==> src/rtl/inst_fetch.sv <==
// Instruction fetch stage: holds the PC, addresses the instruction memory and
// buffers fetched {pc, inst} pairs in a 2-entry FIFO toward decode.
module inst_fetch #(
  parameter int          ADDR_W   = 6,
  parameter logic [31:0] RESET_PC = 32'h0000_0000
) (
  input  logic              clk,
  input  logic              rst,
  output logic [ADDR_W-1:0] imem_addr,
  input  logic [31:0]       imem_data,
  input  logic              redirect_valid,
  input  logic [31:0]       redirect_pc,
  output logic              out_valid,
  input  logic              out_ready,
  output logic [31:0]       out_inst,
  output logic [31:0]       out_pc,
  output logic              fault
);

  logic [31:0] pc_reg;
  logic [1:0]  count_reg;
  logic        fault_reg;
  logic [31:0] head_pc_reg;
  logic [31:0] head_inst_reg;
  logic [31:0] tail_pc_reg;
  logic [31:0] tail_inst_reg;

  logic pop;
  logic push;
  logic redirect_take;

  assign imem_addr = pc_reg[ADDR_W+1:2];
  assign out_valid = (count_reg != 2'd0);
  assign out_pc    = head_pc_reg;
  assign out_inst  = head_inst_reg;
  assign fault     = fault_reg;

  assign pop           = out_valid && out_ready;
  assign redirect_take = redirect_valid && !fault_reg;
  assign push          = !fault_reg && !redirect_valid && ((count_reg < 2'd2) || pop);

  // Two-slot shift FIFO: the head slot drives the outputs and keeps its last
  // value once drained, so out_pc/out_inst never go undefined.
  always_ff @(posedge clk) begin
    if (rst) begin
      pc_reg        <= RESET_PC;
      count_reg     <= 2'd0;
      fault_reg     <= 1'b0;
      head_pc_reg   <= 32'd0;
      head_inst_reg <= 32'd0;
      tail_pc_reg   <= 32'd0;
      tail_inst_reg <= 32'd0;
    end else if (redirect_take) begin
      count_reg <= 2'd0;
      if (redirect_pc[1:0] == 2'b00) begin
        pc_reg <= redirect_pc;
      end else begin
        fault_reg <= 1'b1;
      end
    end else begin
      if (push) begin
        pc_reg <= pc_reg + 32'd4;
      end
      case ({push, pop})
        2'b10: begin
          if (count_reg == 2'd0) begin
            head_pc_reg   <= pc_reg;
            head_inst_reg <= imem_data;
          end else begin
            tail_pc_reg   <= pc_reg;
            tail_inst_reg <= imem_data;
          end
          count_reg <= count_reg + 2'd1;
        end
        2'b01: begin
          if (count_reg == 2'd2) begin
            head_pc_reg   <= tail_pc_reg;
            head_inst_reg <= tail_inst_reg;
          end
          count_reg <= count_reg - 2'd1;
        end
        2'b11: begin
          // Count stays the same; the new word lands behind whatever remains.
          if (count_reg == 2'd2) begin
            head_pc_reg   <= tail_pc_reg;
            head_inst_reg <= tail_inst_reg;
            tail_pc_reg   <= pc_reg;
            tail_inst_reg <= imem_data;
          end else begin
            head_pc_reg   <= pc_reg;
            head_inst_reg <= imem_data;
          end
        end
        default: begin
        end
      endcase
    end
  end

endmodule
==> config.mk <==
export PLATFORM = sky130hd
export DESIGN_NAME = inst_fetch
export DESIGN_NICKNAME = d
export VERILOG_FILES = /design/src/rtl/inst_fetch.sv
export SDC_FILE = /design/constraint.sdc
export NUM_CORES = 1
export LEC_CHECK = 0
export ABC_AREA = 0
export CORE_ASPECT_RATIO = 2
export CORE_MARGIN = 1.5
export CORE_UTILIZATION = 56
export CTS_CLUSTER_DIAMETER = 60
export DETAILED_ROUTE_END_ITERATION = 8
export GPL_TIMING_DRIVEN = 0
export PLACE_DENSITY = 0.95
export SYNTH_ARGS = -nofsm -noshare
export SYNTH_HDL_FRONTEND = slang
export SYNTH_SLANG_ARGS = --single-unit
export TNS_END_PERCENT = 1
==> constraint.sdc <==
create_clock -name clk -period 9.7 [get_ports clk]
set_clock_uncertainty 0.1 [all_clocks]
set_input_delay 1.94 -clock clk [delete_from_list [all_inputs] [get_ports clk]]
set_output_delay 1.94 -clock clk [all_outputs]
set_load 0.02 [all_outputs]
==> impl_metrics.csv, run 1 <==
group,metric,value,unit
synth,yosys.area.top_type,"dfxtp_1",
global_route,grt_pass1_wl,35600,um
power,power.density,190,nW/um^2
clocking,clk_path_buf_depth,2,
timing,fin_crit,5920,ps
global_route,use_met1,35.2,%
synth,synth_top_cell_area_share,46.2,%
clocking,clkSinkCount,163,
power,intPower,1.22,mW
global_route,grt_pass1_vias,7374,
synth,ys_ff_latch,163,
clocking,cts_hold_buf,0,
timing,worstMarginPinSlew,1120,ps
clocking,cts_root_buffer,"clkbuf_16",
floorplan,die_h,162,um
global_route,grtUsageMet3,7.13,%
global_route,antenna_found_initial,0,
status,status,"complete, no violations",
clocking,htree_levels,4,
synth,synth.distinct_cells,49,
global_route,grt_overflow,0,
floorplan,ios,140,
clocking,cts_buffers,17,
power,switching_share,30.1,%
floorplan,rows,57,
timing,hold_viol_final,0,
global_route,grt_max_degree,17,
place,gp_congestion,0.989,
timing,slew_headroom,25.3,%
synth,synthCells,881,
power,peakVddDrop,158,uV
power,power.static_leakage,3.08,nW
routing,wl_per_cell,19.1,um
clocking,clkLatencyLatePin,430,ps
timing,maxSlewViolCount,0,
floorplan,initial_core_util,57.9,%
synth,synth_warnings,0,
synth,syn_nets,954,
synth,avgSynthCellArea,8.02,um^2
synth,async_flop_share,0,%
cells_and_area,areaGrowthSynthToFinish,30.3,%
worst_hold_path,min_path_type,"register to register",
cells_and_area,layout.cells.non_filler,1198,
place,portBuffers,138,
power,p_comb_share,19.2,%
setup_path,cp-start-kind,"input port",
global_route,met2_usage,60.4,%
timing,tns,0,ps
timing,setup_viol,0,
routing,ant_nets,0,
synth,netlist_top_cells_count,"nand2_1, dfxtp_1, nor2_1, a21oi_1, clkbuf_1",
synth,synth_area_leaders,"dfxtp_1, nand2_1, a211oi_1",
floorplan,core-area,12200,um^2
power,seqPwrFrac,43.0,%
global_route,grt_use_total,35.0,%
timing,post-route-period-util,61.0,%
synth,synth_edf_count,0,
routing,wl,22900,um
synth,synth_ff_type,"dfxtp_1",
power,p_total,1.75,mW
routing,num_vias,7636,
clocking,cts.repair.resized,0,
routing,via_per_inst,6.37,
flow_run,drv_cap,0,
cells_and_area,antennaDiodeCount,0,
place,hpwl,15900,um
synth,ys_seq_area_share,46.2,%
cells_and_area,drive_gt1_share,5.23,%
floorplan,die_w,82.4,um
setup_path,crit_fanout,11,
clocking,post_cts_buffers,0,
clocking,cts.clk_slew.worst_paths,70,ps
setup_path,cp.arrival,6140,ps
timing,rsz0062_at_grt,"no",
setup_path,required,9920,ps
clocking,cts_tree,"built",
timing,clock.fmax,169,MHz
floorplan,dieArea,13300,um^2
routing,drcViolationCount,0,
setup_path,crit_type,"input port to register",
synth,post-synth-top-count-cell,"nand2_1",
global_route,grt.busiest_layer,"met2",
power,clkPwrFrac,37.9,%
synth,syn-cell-area,7060,um^2
setup_path,worst_setup_path_end_kind,"register",
routing,drtPass1Iterations,7,
place,place_inst,1166,
power,power.switching,0.525,mW
routing,drt_iter0_markers,738,
cells_and_area,final_nets,1111,
## layout make-up
type / instances / area, um^2
inverter: 6 / 22.5
buffer: 87 / 363
timing repair buffer: 138 / 1380
sequential: 163 / 3260
clock inverter: 13 / 139
multi-input combinational: 625 / 3410
clock buffer: 19 / 433
fill: 822 / 3000
tap: 147 / 184
## layout by cell type, fill, tap and decap left out, types with 4 or more instances in the layout
cell             count
clkbuf_2             4
o211ai_1             6
inv_6                4
a211oi_1            65
nand2_1            168
clkdlybuf4s50_1    138
o21ai_0              7
o311ai_0             4
clkbuf_1            72
nand3_1             28
nor3_1              10
buf_2                4
nor2b_1              4
nor4_1              10
or4_1                6
buf_4                7
or2_2                5
a31oi_1             15
dfxtp_1            163
nand4_1              9
and3_1               5
nor2_1              86
a21oi_1             84
clkbuf_16           17
ha_1                 5
a22oi_1             64
or3_1                6
inv_1                6
## path summary, 6_finish.rpt
check        slack [ps]           endpoint         startpoint  cells after the start
max                3780         out_pc[24]          out_ready                     13
min reg2reg         350  tail_inst_reg[20]  tail_inst_reg[20]                      2
min                 350  tail_inst_reg[20]  tail_inst_reg[20]                      2
max reg2reg        5250         out_pc[24]       count_reg[1]                     12
## per-layer routing
| metal | vias up | part of all wire [%] |
|---|---|---|
| met5 | - | 0 |
| met4 | 0 | 7.5 |
| met3 | 133 | 7.1 |
| met2 | 486 | 52 |
| met1 | 3541 | 33 |
| li1 | 3476 | - |
## worst max-delay path, stage by stage
cell and delay, ps:
clkdlybuf4s50_1 420, nor2b_1 250, or2_2 210, clkbuf_1 460, inv_1 340, ha_1 310, mux2_2 280, o22a_1 180
nor3_1 220, clkbuf_1 610, clkbuf_1 490, nor2_1 140, a211oi_1 300
## power by group through the flow
stage	sequential, mW	combinational, mW	clock [mW]
floorplan	0.795	0.142	0
global placement	0.761	0.320	0
detailed placement	0.763	0.326	0
CTS	0.748	0.330	0.657
global route	0.754	0.359	0.689
finish	0.750	0.334	0.661
## metrics by stage
stage | area [um^2] | hold WS [ps] | setup WS [ps] | utilization (%)
3_3_place_gp | 8630 | 341 | 3760 | 70.8
6_report | 9200 | 354 | 3780 | 75.4
3_5_place_dp | 8630 | 347 | 3650 | 70.8
5_1_grt | 9200 | 371 | 3620 | 75.4
4_1_cts | 9200 | 355 | 3920 | 75.4
2_1_floorplan | 7060 | 337 | 5180 | -
## cell families after synthesis
logic type               after synthesis  synth area share [%]
AO/OA/AOI/OAI                        264                  24.9
multiplexers                           3                 0.478
adder cells (fa/ha/maj)                5                 0.886
XOR/XNOR                               3                 0.372
flip-flops                           163                  46.2
buffers and inverters                 93                  5.46
AND/OR/NAND/NOR                      350                  21.8
Power figures use the tool's default switching activity.
==> run 2, diff against run 1 <==
Settings changed: CORE_UTILIZATION 56 to 47, PLACE_DENSITY 0.95 to 0.89.
Clock period 9.7 ns to 5.35 ns, I/O delays scaled along.
==> run 2 against run 1 <==
Against the previous run:
- global-route usage down 5.5 points
- via count is 2.1% lower
- critical path depth unchanged
- largest power group unchanged
- highest routed layer unchanged
==> impl_metrics.csv, run 2 (synthesis results as in run 1) <==
group,metric,value,unit
setup_path,crit_fanout,11,
place,gp_congestion,0.955,
setup_path,required,5580,ps
place,portBuffers,138,
clocking,cts_hold_buf,0,
clocking,clkSinkCount,163,
power,power.static_leakage,3.09,nW
setup_path,cp_num_cells,13,
floorplan,dieArea,15800,um^2
routing,drtPass1Iterations,5,
global_route,grt_use_total,29.5,%
setup_path,crit_chain,"clkdlybuf4s50_1 -> nor2b_1 -> or2_2 -> clkbuf_1 -> inv_1 -> ha_1 -> mux2_2 -> o22a_1 -> nor3_1 -> clkbuf_1 -> clkbuf_1 -> nor2_1 -> a211oi_1",
setup_path,r2r-end,"out_pc[20]",
clocking,cts_tree,"built",
clocking,cts_buffers,17,
cells_and_area,design_area,9260,um^2
setup_path,cp-start-kind,"input port",
setup_path,crit_type,"input port to register",
power,p_total,3.17,mW
status,status,"complete, no violations",
cells_and_area,areaGrowthSynthToFinish,31.1,%
timing,hold_viol_final,0,
clocking,cts.repair.resized,0,
global_route,grt_pass1_vias,7344,
routing,wl_per_cell,18.7,um
setup_path,cpPeakStageDelay,580,ps
global_route,grt_max_degree,17,
timing,setup_viol,0,
setup_path,path_common_cell,"clkbuf_1",
power,peakVddDrop,231,uV
cells_and_area,layout.cells.non_filler,1247,
cells_and_area,final_common_cell,"nand2_1",
floorplan,die_w,89.7,um
floorplan,core-area,14700,um^2
routing,drcViolationCount,0,
global_route,antenna_found_initial,1,
setup_path,cp.arrival,5190,ps
cells_and_area,fin_util,62.8,%
setup_path,rrSetupSlack,1010,ps
place,place_worst_setup_slack,54.0,ps
timing,maxSlewViolCount,0,
place,hpwl,17200,um
power,power.density,343,nW/um^2
clocking,clk_path_buf_depth,2,
clocking,post_cts_buffers,0,
timing,worstMarginPinSlew,996,ps
cells_and_area,drive_gt1_share,5.33,%
clocking,clkLatencyLatePin,430,ps
routing,via_per_inst,6.00,
timing,slew_headroom,33.3,%
timing,post-route-period-util,92.7,%
routing,wl,23300,um
clocking,htree_levels,4,
timing,rsz0062_at_grt,"no",
floorplan,die_h,176,um
worst_hold_path,worstHoldPathCells,2,
routing,ant_nets,0,
setup_path,worst_setup_path_end_kind,"register",
timing,holdWs,356,ps
setup_path,worstPathBufferInverterCount,5,
global_route,grt_overflow,0,
floorplan,initial_core_util,47.9,%
timing,fin_crit,4960,ps
place,place_inst,1214,
place,postPlaceCellArea,8690,um^2
routing,num_vias,7476,
timing,tns,0,ps
clocking,cts.clk_slew.worst_paths,70,ps
setup_path,cp_top_family,"buffers and inverters",
worst_hold_path,min_to,"tail_inst_reg[5]",
worst_hold_path,worstHoldStart,"tail_inst_reg[5]",
timing,clock.fmax,202,MHz
cells_and_area,final_nets,1111,
setup_path,slowest_stage,"clkbuf_1",
cells_and_area,layout_common_cells,"nand2_1, dfxtp_1, clkdlybuf4s50_1",
setup_path,r2r-start,"count_reg[1]",
timing,fin_ws,392,ps
routing,drt_iter0_markers,694,
floorplan,ios,140,
floorplan,rows,63,
setup_path,reg2reg_depth,12,
flow_run,drv_cap,0,
clocking,cts_root_buffer,"clkbuf_16",
worst_hold_path,min_path_type,"register to register",
global_route,grt_pass1_wl,35600,um
==> run 2: cell count changes in the layout (fill, tap and decap cells not counted) <==
cell | previous run | this run
clkinv_2 | 0 | 1
clkinv_4 | 2 | 1
diode_2 | 0 | 1
clkbuf_1 | 72 | 71
inv_8 | 3 | 2
clkinvlp_4 | 3 | 2
inv_6 | 4 | 7
==> run 2: per-layer routing <==
| metal | vias up | global-route usage, % | share of wire (%) |
|---|---|---|---|
| met5 | - | 0 | 0 |
| met4 | 0 | 21.7 | 7.7 |
| met3 | 141 | 5.75 | 6.1 |
| met2 | 408 | 54.1 | 53 |
| met1 | 3449 | 27.2 | 33 |
| li1 | 3478 | - | - |
==> run 2: final cells by class <==
type | instances | area, um^2
repair buffers | 138 | 1380
diodes | 1 | 2.50
flip-flops and latches | 163 | 3260
inverters | 6 | 22.5
plain buffers | 87 | 363
multi-input cells | 625 | 3410
clock buffers | 18 | 429
clock inverters | 14 | 143
fillers | 1220 | 5480
well taps | 195 | 244
==> run 2: worst reg2reg max path, delay by kind of cell, from the launching register on <==
family          cells  cell delay (ps)
simple gates        4              870
fa+ha+maj           1              310
buf+inv             4             1870
mux                 1              270
compound gates      2              430
flops               1              400
==> run 2: where the power goes <==
| part | switching (mW) | internal, mW | leakage, nW |
|---|---|---|---|
| sequential | 0.0629 | 1.30 | 1.33 |
| clock | 0.549 | 0.657 | 0.277 |
| combinational | 0.351 | 0.258 | 1.48 |
| total | 0.963 | 2.21 | 3.09 |
==> run 2: worst max path at each step <==
stage	start	to
after global routing	out_ready	out_pc[20]
after global placement	out_ready	out_pc[24]
final	out_ready	out_pc[20]
after floorplan	redirect_valid	out_pc[0]
after detailed placement	out_ready	out_pc[24]
after CTS	out_ready	out_pc[24]
